===== config.mk =====
export PLATFORM = sky130hd
export DESIGN_NAME = mem_arbiter_flat
export DESIGN_NICKNAME = d
export VERILOG_FILES = /design/src/rtl/mem_arb_pkg.sv /design/src/rtl/mem_arb_if.sv /design/src/rtl/mem_arb_pick.sv /design/src/rtl/mem_arbiter.sv /design/src/flat_wrapper.sv
export SDC_FILE = /design/constraint.sdc
export NUM_CORES = 1
export LEC_CHECK = 0
export CORE_UTILIZATION = 40
export CTS_CLUSTER_SIZE = 16
export DETAILED_ROUTE_END_ITERATION = 8
export PLACE_DENSITY = 0.8
export REMOVE_ABC_BUFFERS = 1
export SETUP_SLACK_MARGIN = 0.02
export SKIP_CTS_REPAIR_TIMING = 1
export SYNTH_ARGS = -nofsm -noshare
export SYNTH_HDL_FRONTEND = slang
export SYNTH_SLANG_ARGS = --single-unit

===== constraint.sdc =====
create_clock -name clk -period 1.8 [get_ports clk]
set_clock_uncertainty 0.15 [all_clocks]
set_input_delay 0.36 -clock clk [delete_from_list [all_inputs] [get_ports clk]]
set_output_delay 0.36 -clock clk [all_outputs]
set_load 0.02 [all_outputs]

===== src/rtl/mem_arb_pkg.sv =====
// Shared types for the fetch/data memory arbiter: FSM state encoding and grant codes.
// Used by mem_arbiter and mem_arb_pick; the MEM_ARB_RR_EN build option is documented in mem_arb_pick.
package mem_arb_pkg;

    localparam int ADDR_W_DEF = 16;
    localparam int DATA_W_DEF = 16;

    typedef enum logic [1:0] {
        IDLE   = 2'd0,
        BUSY_I = 2'd1,
        BUSY_D = 2'd2,
        RESP   = 2'd3
    } state_t;

    typedef enum logic [1:0] {
        GNT_NONE = 2'd0,
        GNT_I    = 2'd1,
        GNT_D    = 2'd2
    } gnt_t;

    // Encoding of the last-grant bit used by the round-robin option.
    localparam logic LAST_I = 1'b0;
    localparam logic LAST_D = 1'b1;

endpackage


===== src/rtl/mem_arb_if.sv =====
// Bus bundle between the pipeline fetch/data ports, the arbiter and the unified memory.
// slave = arbiter view, master = environment (pipeline + memory) view.
interface mem_arb_if #(
    parameter int ADDR_W = 16,
    parameter int DATA_W = 16
);
    logic              i_req;
    logic [ADDR_W-1:0] i_addr;
    logic              i_cancel;
    logic [DATA_W-1:0] i_rdata;
    logic              i_done;
    logic              i_stall;

    logic              d_req;
    logic              d_wr;
    logic [ADDR_W-1:0] d_addr;
    logic [DATA_W-1:0] d_wdata;
    logic [DATA_W-1:0] d_rdata;
    logic              d_done;
    logic              d_stall;

    logic              mem_en;
    logic              mem_wr;
    logic [ADDR_W-1:0] mem_addr;
    logic [DATA_W-1:0] mem_wdata;
    logic              mem_valid;
    logic [DATA_W-1:0] mem_rdata;

    modport slave (
        input  i_req, i_addr, i_cancel,
        input  d_req, d_wr, d_addr, d_wdata,
        input  mem_valid, mem_rdata,
        output i_rdata, i_done, i_stall,
        output d_rdata, d_done, d_stall,
        output mem_en, mem_wr, mem_addr, mem_wdata
    );

    modport master (
        output i_req, i_addr, i_cancel,
        output d_req, d_wr, d_addr, d_wdata,
        output mem_valid, mem_rdata,
        input  i_rdata, i_done, i_stall,
        input  d_rdata, d_done, d_stall,
        input  mem_en, mem_wr, mem_addr, mem_wdata
    );

endinterface


===== src/rtl/mem_arb_pick.sv =====
// Combinational grant select for the arbiter's IDLE state.
// MEM_ARB_RR_EN defined: alternate ports on a tie using the last-grant bit; otherwise data always wins.
module mem_arb_pick
    import mem_arb_pkg::*;
(
    input  logic i_fetch_req,
    input  logic i_data_req,
    input  logic i_fetch_cancel,
    input  logic i_last_gnt,
    output gnt_t o_gnt
);

    logic w_fetch_ok;

    // A cancelled fetch is not eligible this cycle; the new PC arrives next cycle.
    assign w_fetch_ok = i_fetch_req & ~i_fetch_cancel;

`ifdef MEM_ARB_RR_EN
    always_comb begin
        o_gnt = GNT_NONE;
        if (i_data_req && w_fetch_ok) begin
            o_gnt = (i_last_gnt == LAST_D) ? GNT_I : GNT_D;
        end else if (i_data_req) begin
            o_gnt = GNT_D;
        end else if (w_fetch_ok) begin
            o_gnt = GNT_I;
        end
    end
`else
    logic w_unused_last_gnt;
    assign w_unused_last_gnt = i_last_gnt;

    always_comb begin
        o_gnt = GNT_NONE;
        if (i_data_req) begin
            o_gnt = GNT_D;
        end else if (w_fetch_ok) begin
            o_gnt = GNT_I;
        end
    end
`endif

endmodule


===== src/rtl/mem_arbiter.sv =====
// Shares one single-ported multi-cycle memory between the fetch and data ports, one access at a time.
// Build option MEM_ARB_RR_EN: round-robin on simultaneous requests (adds a last-grant register).
module mem_arbiter
    import mem_arb_pkg::*;
#(
    parameter int ADDR_W = ADDR_W_DEF,
    parameter int DATA_W = DATA_W_DEF
) (
    input logic      clk,
    input logic      rst,
    mem_arb_if.slave bus
);

    state_t            r_state,     w_state_nxt;
    logic              r_mem_en,    w_mem_en_nxt;
    logic              r_mem_wr,    w_mem_wr_nxt;
    logic [ADDR_W-1:0] r_mem_addr,  w_mem_addr_nxt;
    logic [DATA_W-1:0] r_mem_wdata, w_mem_wdata_nxt;
    logic [DATA_W-1:0] r_i_rdata,   w_i_rdata_nxt;
    logic [DATA_W-1:0] r_d_rdata,   w_d_rdata_nxt;
    logic              r_i_done,    w_i_done_nxt;
    logic              r_d_done,    w_d_done_nxt;
    logic              r_cancel,    w_cancel_nxt;

    gnt_t w_gnt;
    logic w_last_gnt;
    logic w_cancelled;

    mem_arb_pick u_pick (
        .i_fetch_req    (bus.i_req),
        .i_data_req     (bus.d_req),
        .i_fetch_cancel (bus.i_cancel),
        .i_last_gnt     (w_last_gnt),
        .o_gnt          (w_gnt)
    );

`ifdef MEM_ARB_RR_EN
    logic r_last_gnt, w_last_gnt_nxt;

    assign w_last_gnt = r_last_gnt;

    always_comb begin
        w_last_gnt_nxt = r_last_gnt;
        if (r_state == IDLE) begin
            if (w_gnt == GNT_D) begin
                w_last_gnt_nxt = LAST_D;
            end else if (w_gnt == GNT_I) begin
                w_last_gnt_nxt = LAST_I;
            end
        end
    end

    // Reset to "fetch" so the very first tie goes to the data port.
    always_ff @(posedge clk) begin
        if (rst) begin
            r_last_gnt <= LAST_I;
        end else begin
            r_last_gnt <= w_last_gnt_nxt;
        end
    end
`else
    assign w_last_gnt = LAST_I;
`endif

    // A cancel arriving on the same cycle as mem_valid still discards the fetch.
    assign w_cancelled = r_cancel | bus.i_cancel;

    always_comb begin
        w_state_nxt     = r_state;
        w_mem_en_nxt    = r_mem_en;
        w_mem_wr_nxt    = r_mem_wr;
        w_mem_addr_nxt  = r_mem_addr;
        w_mem_wdata_nxt = r_mem_wdata;
        w_i_rdata_nxt   = r_i_rdata;
        w_d_rdata_nxt   = r_d_rdata;
        w_i_done_nxt    = 1'b0;
        w_d_done_nxt    = 1'b0;
        w_cancel_nxt    = r_cancel;

        case (r_state)
            IDLE: begin
                case (w_gnt)
                    GNT_D: begin
                        w_mem_en_nxt    = 1'b1;
                        w_mem_wr_nxt    = bus.d_wr;
                        w_mem_addr_nxt  = bus.d_addr;
                        w_mem_wdata_nxt = bus.d_wdata;
                        w_state_nxt     = BUSY_D;
                    end
                    GNT_I: begin
                        w_mem_en_nxt   = 1'b1;
                        w_mem_wr_nxt   = 1'b0;
                        w_mem_addr_nxt = bus.i_addr;
                        w_state_nxt    = BUSY_I;
                    end
                    default: begin
                    end
                endcase
            end

            BUSY_I: begin
                w_cancel_nxt = w_cancelled;
                if (bus.mem_valid) begin
                    w_mem_en_nxt = 1'b0;
                    w_state_nxt  = RESP;
                    if (!w_cancelled) begin
                        w_i_rdata_nxt = bus.mem_rdata;
                        w_i_done_nxt  = 1'b1;
                    end
                end
            end

            BUSY_D: begin
                if (bus.mem_valid) begin
                    w_mem_en_nxt  = 1'b0;
                    w_d_rdata_nxt = bus.mem_wr ? r_d_rdata : bus.mem_rdata;
                    w_d_done_nxt  = 1'b1;
                    w_state_nxt   = RESP;
                end
            end

            // Done pulse is visible here; nothing issues until back in IDLE.
            RESP: begin
                w_cancel_nxt = 1'b0;
                w_state_nxt  = IDLE;
            end

            default: begin
                w_state_nxt = IDLE;
            end
        endcase
    end

    always_ff @(posedge clk) begin
        if (rst) begin
            r_state     <= IDLE;
            r_mem_en    <= 1'b0;
            r_mem_wr    <= 1'b0;
            r_mem_addr  <= '0;
            r_mem_wdata <= '0;
            r_i_rdata   <= '0;
            r_d_rdata   <= '0;
            r_i_done    <= 1'b0;
            r_d_done    <= 1'b0;
            r_cancel    <= 1'b0;
        end else begin
            r_state     <= w_state_nxt;
            r_mem_en    <= w_mem_en_nxt;
            r_mem_wr    <= w_mem_wr_nxt;
            r_mem_addr  <= w_mem_addr_nxt;
            r_mem_wdata <= w_mem_wdata_nxt;
            r_i_rdata   <= w_i_rdata_nxt;
            r_d_rdata   <= w_d_rdata_nxt;
            r_i_done    <= w_i_done_nxt;
            r_d_done    <= w_d_done_nxt;
            r_cancel    <= w_cancel_nxt;
        end
    end

    assign bus.mem_en    = r_mem_en;
    assign bus.mem_wr    = r_mem_wr;
    assign bus.mem_addr  = r_mem_addr;
    assign bus.mem_wdata = r_mem_wdata;
    assign bus.i_rdata   = r_i_rdata;
    assign bus.d_rdata   = r_d_rdata;
    assign bus.i_done    = r_i_done;
    assign bus.d_done    = r_d_done;
    assign bus.i_stall   = bus.i_req & ~r_i_done;
    assign bus.d_stall   = bus.d_req & ~r_d_done;

endmodule


===== src/flat_wrapper.sv =====
// flat-port wrapper written by rule: the top's interface ports become plain ports
module mem_arbiter_flat import mem_arb_pkg::*;
#(
    parameter int ADDR_W = ADDR_W_DEF,
    parameter int DATA_W = DATA_W_DEF
)
  (clk, rst, bus_i_req, bus_i_addr, bus_i_cancel, bus_d_req, bus_d_wr, bus_d_addr, bus_d_wdata, bus_mem_valid, bus_mem_rdata, bus_i_rdata, bus_i_done, bus_i_stall, bus_d_rdata, bus_d_done, bus_d_stall, bus_mem_en, bus_mem_wr, bus_mem_addr, bus_mem_wdata);
  mem_arb_if #(.ADDR_W(ADDR_W), .DATA_W(DATA_W)) bus_i ();
  input logic clk;
  input logic rst;
  input wire logic [$bits(bus_i.i_req)-1:0] bus_i_req;
  input wire logic [$bits(bus_i.i_addr)-1:0] bus_i_addr;
  input wire logic [$bits(bus_i.i_cancel)-1:0] bus_i_cancel;
  input wire logic [$bits(bus_i.d_req)-1:0] bus_d_req;
  input wire logic [$bits(bus_i.d_wr)-1:0] bus_d_wr;
  input wire logic [$bits(bus_i.d_addr)-1:0] bus_d_addr;
  input wire logic [$bits(bus_i.d_wdata)-1:0] bus_d_wdata;
  input wire logic [$bits(bus_i.mem_valid)-1:0] bus_mem_valid;
  input wire logic [$bits(bus_i.mem_rdata)-1:0] bus_mem_rdata;
  output wire logic [$bits(bus_i.i_rdata)-1:0] bus_i_rdata;
  output wire logic [$bits(bus_i.i_done)-1:0] bus_i_done;
  output wire logic [$bits(bus_i.i_stall)-1:0] bus_i_stall;
  output wire logic [$bits(bus_i.d_rdata)-1:0] bus_d_rdata;
  output wire logic [$bits(bus_i.d_done)-1:0] bus_d_done;
  output wire logic [$bits(bus_i.d_stall)-1:0] bus_d_stall;
  output wire logic [$bits(bus_i.mem_en)-1:0] bus_mem_en;
  output wire logic [$bits(bus_i.mem_wr)-1:0] bus_mem_wr;
  output wire logic [$bits(bus_i.mem_addr)-1:0] bus_mem_addr;
  output wire logic [$bits(bus_i.mem_wdata)-1:0] bus_mem_wdata;
  assign bus_i.i_req = bus_i_req;
  assign bus_i.i_addr = bus_i_addr;
  assign bus_i.i_cancel = bus_i_cancel;
  assign bus_i.d_req = bus_d_req;
  assign bus_i.d_wr = bus_d_wr;
  assign bus_i.d_addr = bus_d_addr;
  assign bus_i.d_wdata = bus_d_wdata;
  assign bus_i.mem_valid = bus_mem_valid;
  assign bus_i.mem_rdata = bus_mem_rdata;
  assign bus_i_rdata = bus_i.i_rdata;
  assign bus_i_done = bus_i.i_done;
  assign bus_i_stall = bus_i.i_stall;
  assign bus_d_rdata = bus_i.d_rdata;
  assign bus_d_done = bus_i.d_done;
  assign bus_d_stall = bus_i.d_stall;
  assign bus_mem_en = bus_i.mem_en;
  assign bus_mem_wr = bus_i.mem_wr;
  assign bus_mem_addr = bus_i.mem_addr;
  assign bus_mem_wdata = bus_i.mem_wdata;
  mem_arbiter #(.ADDR_W(ADDR_W), .DATA_W(DATA_W)) u_core (.clk(clk), .rst(rst), .bus(bus_i));
endmodule

==> reports/qor.csv <==
stage;metric;value;unit
die;initial standard-cell utilization of the core;0.414;
run_status;outcome;completed;
pwr;VDD IR-drop max;736;uV
die;Placeable Area;6760;um^2
drt;routed metal-1 wire length;3.17;mm
yosys;cell count after synthesis;328;
placed_design;GPL Wtd Cong;0.755;
yosys;most common cell in the netlist;nand2_1;
yosys;synthesized area divided by synthesized cell count;8.52;um^2
drt;met2 layer wire length in the routed design;3.87;mm
cells_and_area;Finished Cell Area;4690;um^2
sta;count of final max-slew check failures;0;
grt;via count of the first global-routing pass;2671;
yosys;top area cells in the synthesized netlist;dfxtp_1, nand2_1, a21oi_1, o221ai_2, buf_6;
setup_path;highest-delay cell along the critical path;clkdlybuf4s50_1;
placed_design;Post-Place Cell Area;4340;um^2
clock_tree;clock tree from TritonCTS;done;
yosys;cell type with the largest total area after synthesis;dfxtp_1;
drt;top sig layer;met4;
setup_path;cell type group with the largest total delay on the critical path;buffers and inverters;
drt;post-DR wirelength/cell;14.1;um
clock_tree;clock-pin slew on the worst setup and hold paths;70;ps
yosys;cell area after synthesis;2790;um^2
clock_tree;clock root buffer;clkbuf_8;
placed_design;number of buffer cells added on primary ports;140;
placed_design;HPWL after DPL;5.63;mm
grt;largest net degree at the start of global routing;54;
pwr;static leakage power;2.81;nW
yosys;Synth cell types;33;
clock_tree;clock buffers created by TritonCTS;9;
die;die height;85.6;um
grt;antenna violations before repair;0;
die;number of primary I/O pins;141;
pwr;power per cell area;1120;nW/um^2
grt;global-route congestion overflow total;0;
cells_and_area;number of diodes;0;
setup_path;CP endpoint kind;output pin;
die;Die W;85.6;um
grt;Overall Global Routing Usage;0.216;
sta;slew of the pin with the lowest slew margin;540;ps
sta;final worst path period share;0.948;
drt;antenna violation net count after detailed routing;0;
drt;via count normalized by instance count;5.03;
sta;setup repair after global routing missed its margin;false;
yosys;main combinational cell family by area after synthesis;compound AO/OA/AOI/OAI gates;
yosys;Synth top area share;0.509;
yosys;portion of netlist area occupied by mux cells;0.00358;
drt;DRC violations left;0;
sta;total setup violations reported at the end of the flow;0;
min_path;worst min-delay path class;register to register;
placed_design;pre-CTS setup slack;-358;ps
die;number of rows in the core area;30;
sta;post-layout worst setup margin;94.2;ps
clock_tree;insertion delay to the later sink of the worst-skew pair;330;ps
die;Total Die Area;7320;um^2
clock_tree;worst-case clock buffer depth;2;
setup_path;critical path class;primary input to output pin;
yosys;yosys synthesis warning count;0;
setup_path;data arrival time of the worst path;1200;ps
setup_path;crit-path max FO;2;
yosys;leading register cell type out of synthesis;dfxtp_1;
grt;global-route wire length before repair;12.4;mm
sta;final hold violation count;0;
yosys;share of the yosys chip area belonging to registers;0.509;
drt;Routed WL;7.86;mm
drt;Routed met3 length;707;um
yosys;most numerous cell types in the synthesized netlist;nand2_1, dfxtp_1, a21oi_1;
setup_path;Slowest Stage Delay on Critical Path;470;ps
yosys;post-synthesis share of cell area spent on xor and xnor gates;0;
cells_and_area;layout overhead on the synthesized area;67.8;%
yosys;number of synthesized flops with an enable pin;0;
setup_path;worst path required time;1290;ps
drt;via count;2804;
sta;fmax;0.586;GHz
setup_path;ordered cell list for the critical path;clkdlybuf4s50_1 -> nor2b_1 -> dlymetal6s2s_1;
clock_tree;number of levels in the clock H-tree;3;
flow_run;number of violations of the max-capacitance limit;0;
yosys;fraction of synthesis flops using an asynchronous set or reset pin;0;
pwr;Power Total;5.25;mW
yosys;flop and latch count out of synthesis;71;
setup_path;startpoint types;primary input;
yosys;Post-Synth Simple-Gate Area;0.191;
clock_tree;clock sink count;71;
cells_and_area;Net count, final;547;
drt;number of iterations in the first detailed-routing pass;4;
drt;starting DRC count in detailed routing;74;
sta;final critical delay including setup and external delays;1710;ps
sta;hold slack final;292;ps
yosys;share of synthesized cell area in full adder, half adder and majority cells;0.0179;
yosys;Synth Area in Compound Gates;0.194;
cells_and_area;fraction of layout cells with a size suffix above 1;0.0964;
sta;worst-case headroom to the max-slew limit;0.640;
setup_path;buffering stage count on the worst path with inverters included;2;
## report_power, final
| group | leakage (nW) | internal (mW) | total, mW | switching [mW] |
|---|---|---|---|---|
| clock | 0.0849 | 0.542 | 1.14 | 0.599 |
| combinational | 2.15 | 1.01 | 2.11 | 1.10 |
| sequential | 0.580 | 1.85 | 2.00 | 0.151 |
## metal layers
layer | GRT usage | vias to the layer above
met5 | 0 | -
met2 | 0.368 | 118
met4 | 0.0697 | 0
li1 | - | 1386
met3 | 0.0837 | 13
met1 | 0.250 | 1287
## flip-flops by register name (all words and copies together) (netlist names)
| signal | cells |
|---|---|
| u_core.bus.d_done | 1 |
| u_core.bus.d_rdata | 16 |
| u_core.bus.i_done | 1 |
| u_core.bus.i_rdata | 16 |
| u_core.bus.mem_addr | 16 |
| u_core.bus.mem_en | 1 |
| u_core.bus.mem_wdata | 16 |
| u_core.bus.mem_wr | 1 |
| u_core.r_cancel | 1 |
| u_core.r_state | 2 |
## layout by cell type, fill, tap and decap left out, drive strengths merged
cell type	instances
a21oi	61
a221oi	1
a31o	1
and2	1
and2b	1
and3	2
and3b	1
and4bb	1
buf	19
clkbuf	11
clkdlybuf4s50	69
clkinv	2
clkinvlp	3
dfxtp	71
dlymetal6s2s	69
ha	4
inv	17
mux2i	1
nand2	101
nand2b	1
nand3	1
nand3b	1
nand4bb	2
nor2	1
nor2b	2
nor3	8
o21ai	4
o221a	1
o221ai	12
o22ai	5
o32ai	2
or2	1
## area by class of cell
class	instances	area, um^2
fillers	542	2070
repair buffers	158	1790
flip-flops and latches	71	1420
multi-input cells	216	1140
clock buffers	10	138
well taps	80	100
inverters	16	60.1
clock inverters	6	45.0
## tightest hold or removal path, delay by kind of cell (launching register included)
family	cells	cell delay (ps)
buffers and inverters	1	40
AO/OA/AOI/OAI	1	50
flip-flops	1	310
## path summary, 6_finish.rpt
path | start | endpoint | depth (start not counted) | slack (ps)
worst max-delay path | bus_d_req | bus_d_stall | 3 | 90
worst min-delay path | u_core.bus.mem_addr[3] | u_core.bus.mem_addr[3] | 2 | 290
worst max register to register | u_core.r_state[0] | u_core.bus.mem_addr[6] | 6 | 160
worst min register to register | u_core.bus.mem_addr[3] | u_core.bus.mem_addr[3] | 2 | 290
## stage by stage
step           setup TNS [ps]   util  cells
2_1_floorplan           -1630      -    303
3_3_place_gp            -1560  0.642    541
3_5_place_dp            -2430  0.642    541
4_1_cts                 -1390  0.669    557
5_1_grt                     0  0.694    557
6_report                    0  0.694    557
## cells by family (layout without fill, tap and decap cells)
| kind of cell | count (synthesis) | count (layout) |
|---|---|---|
| AND/OR/NAND/NOR | 124 | 124 |
| adder cells (fa/ha/maj) | 4 | 4 |
| AO/OA/AOI/OAI | 87 | 87 |
| multiplexers | 1 | 1 |
| buffers and inverters | 41 | 190 |
| flip-flops | 71 | 71 |
Power figures use the tool's default switching activity.
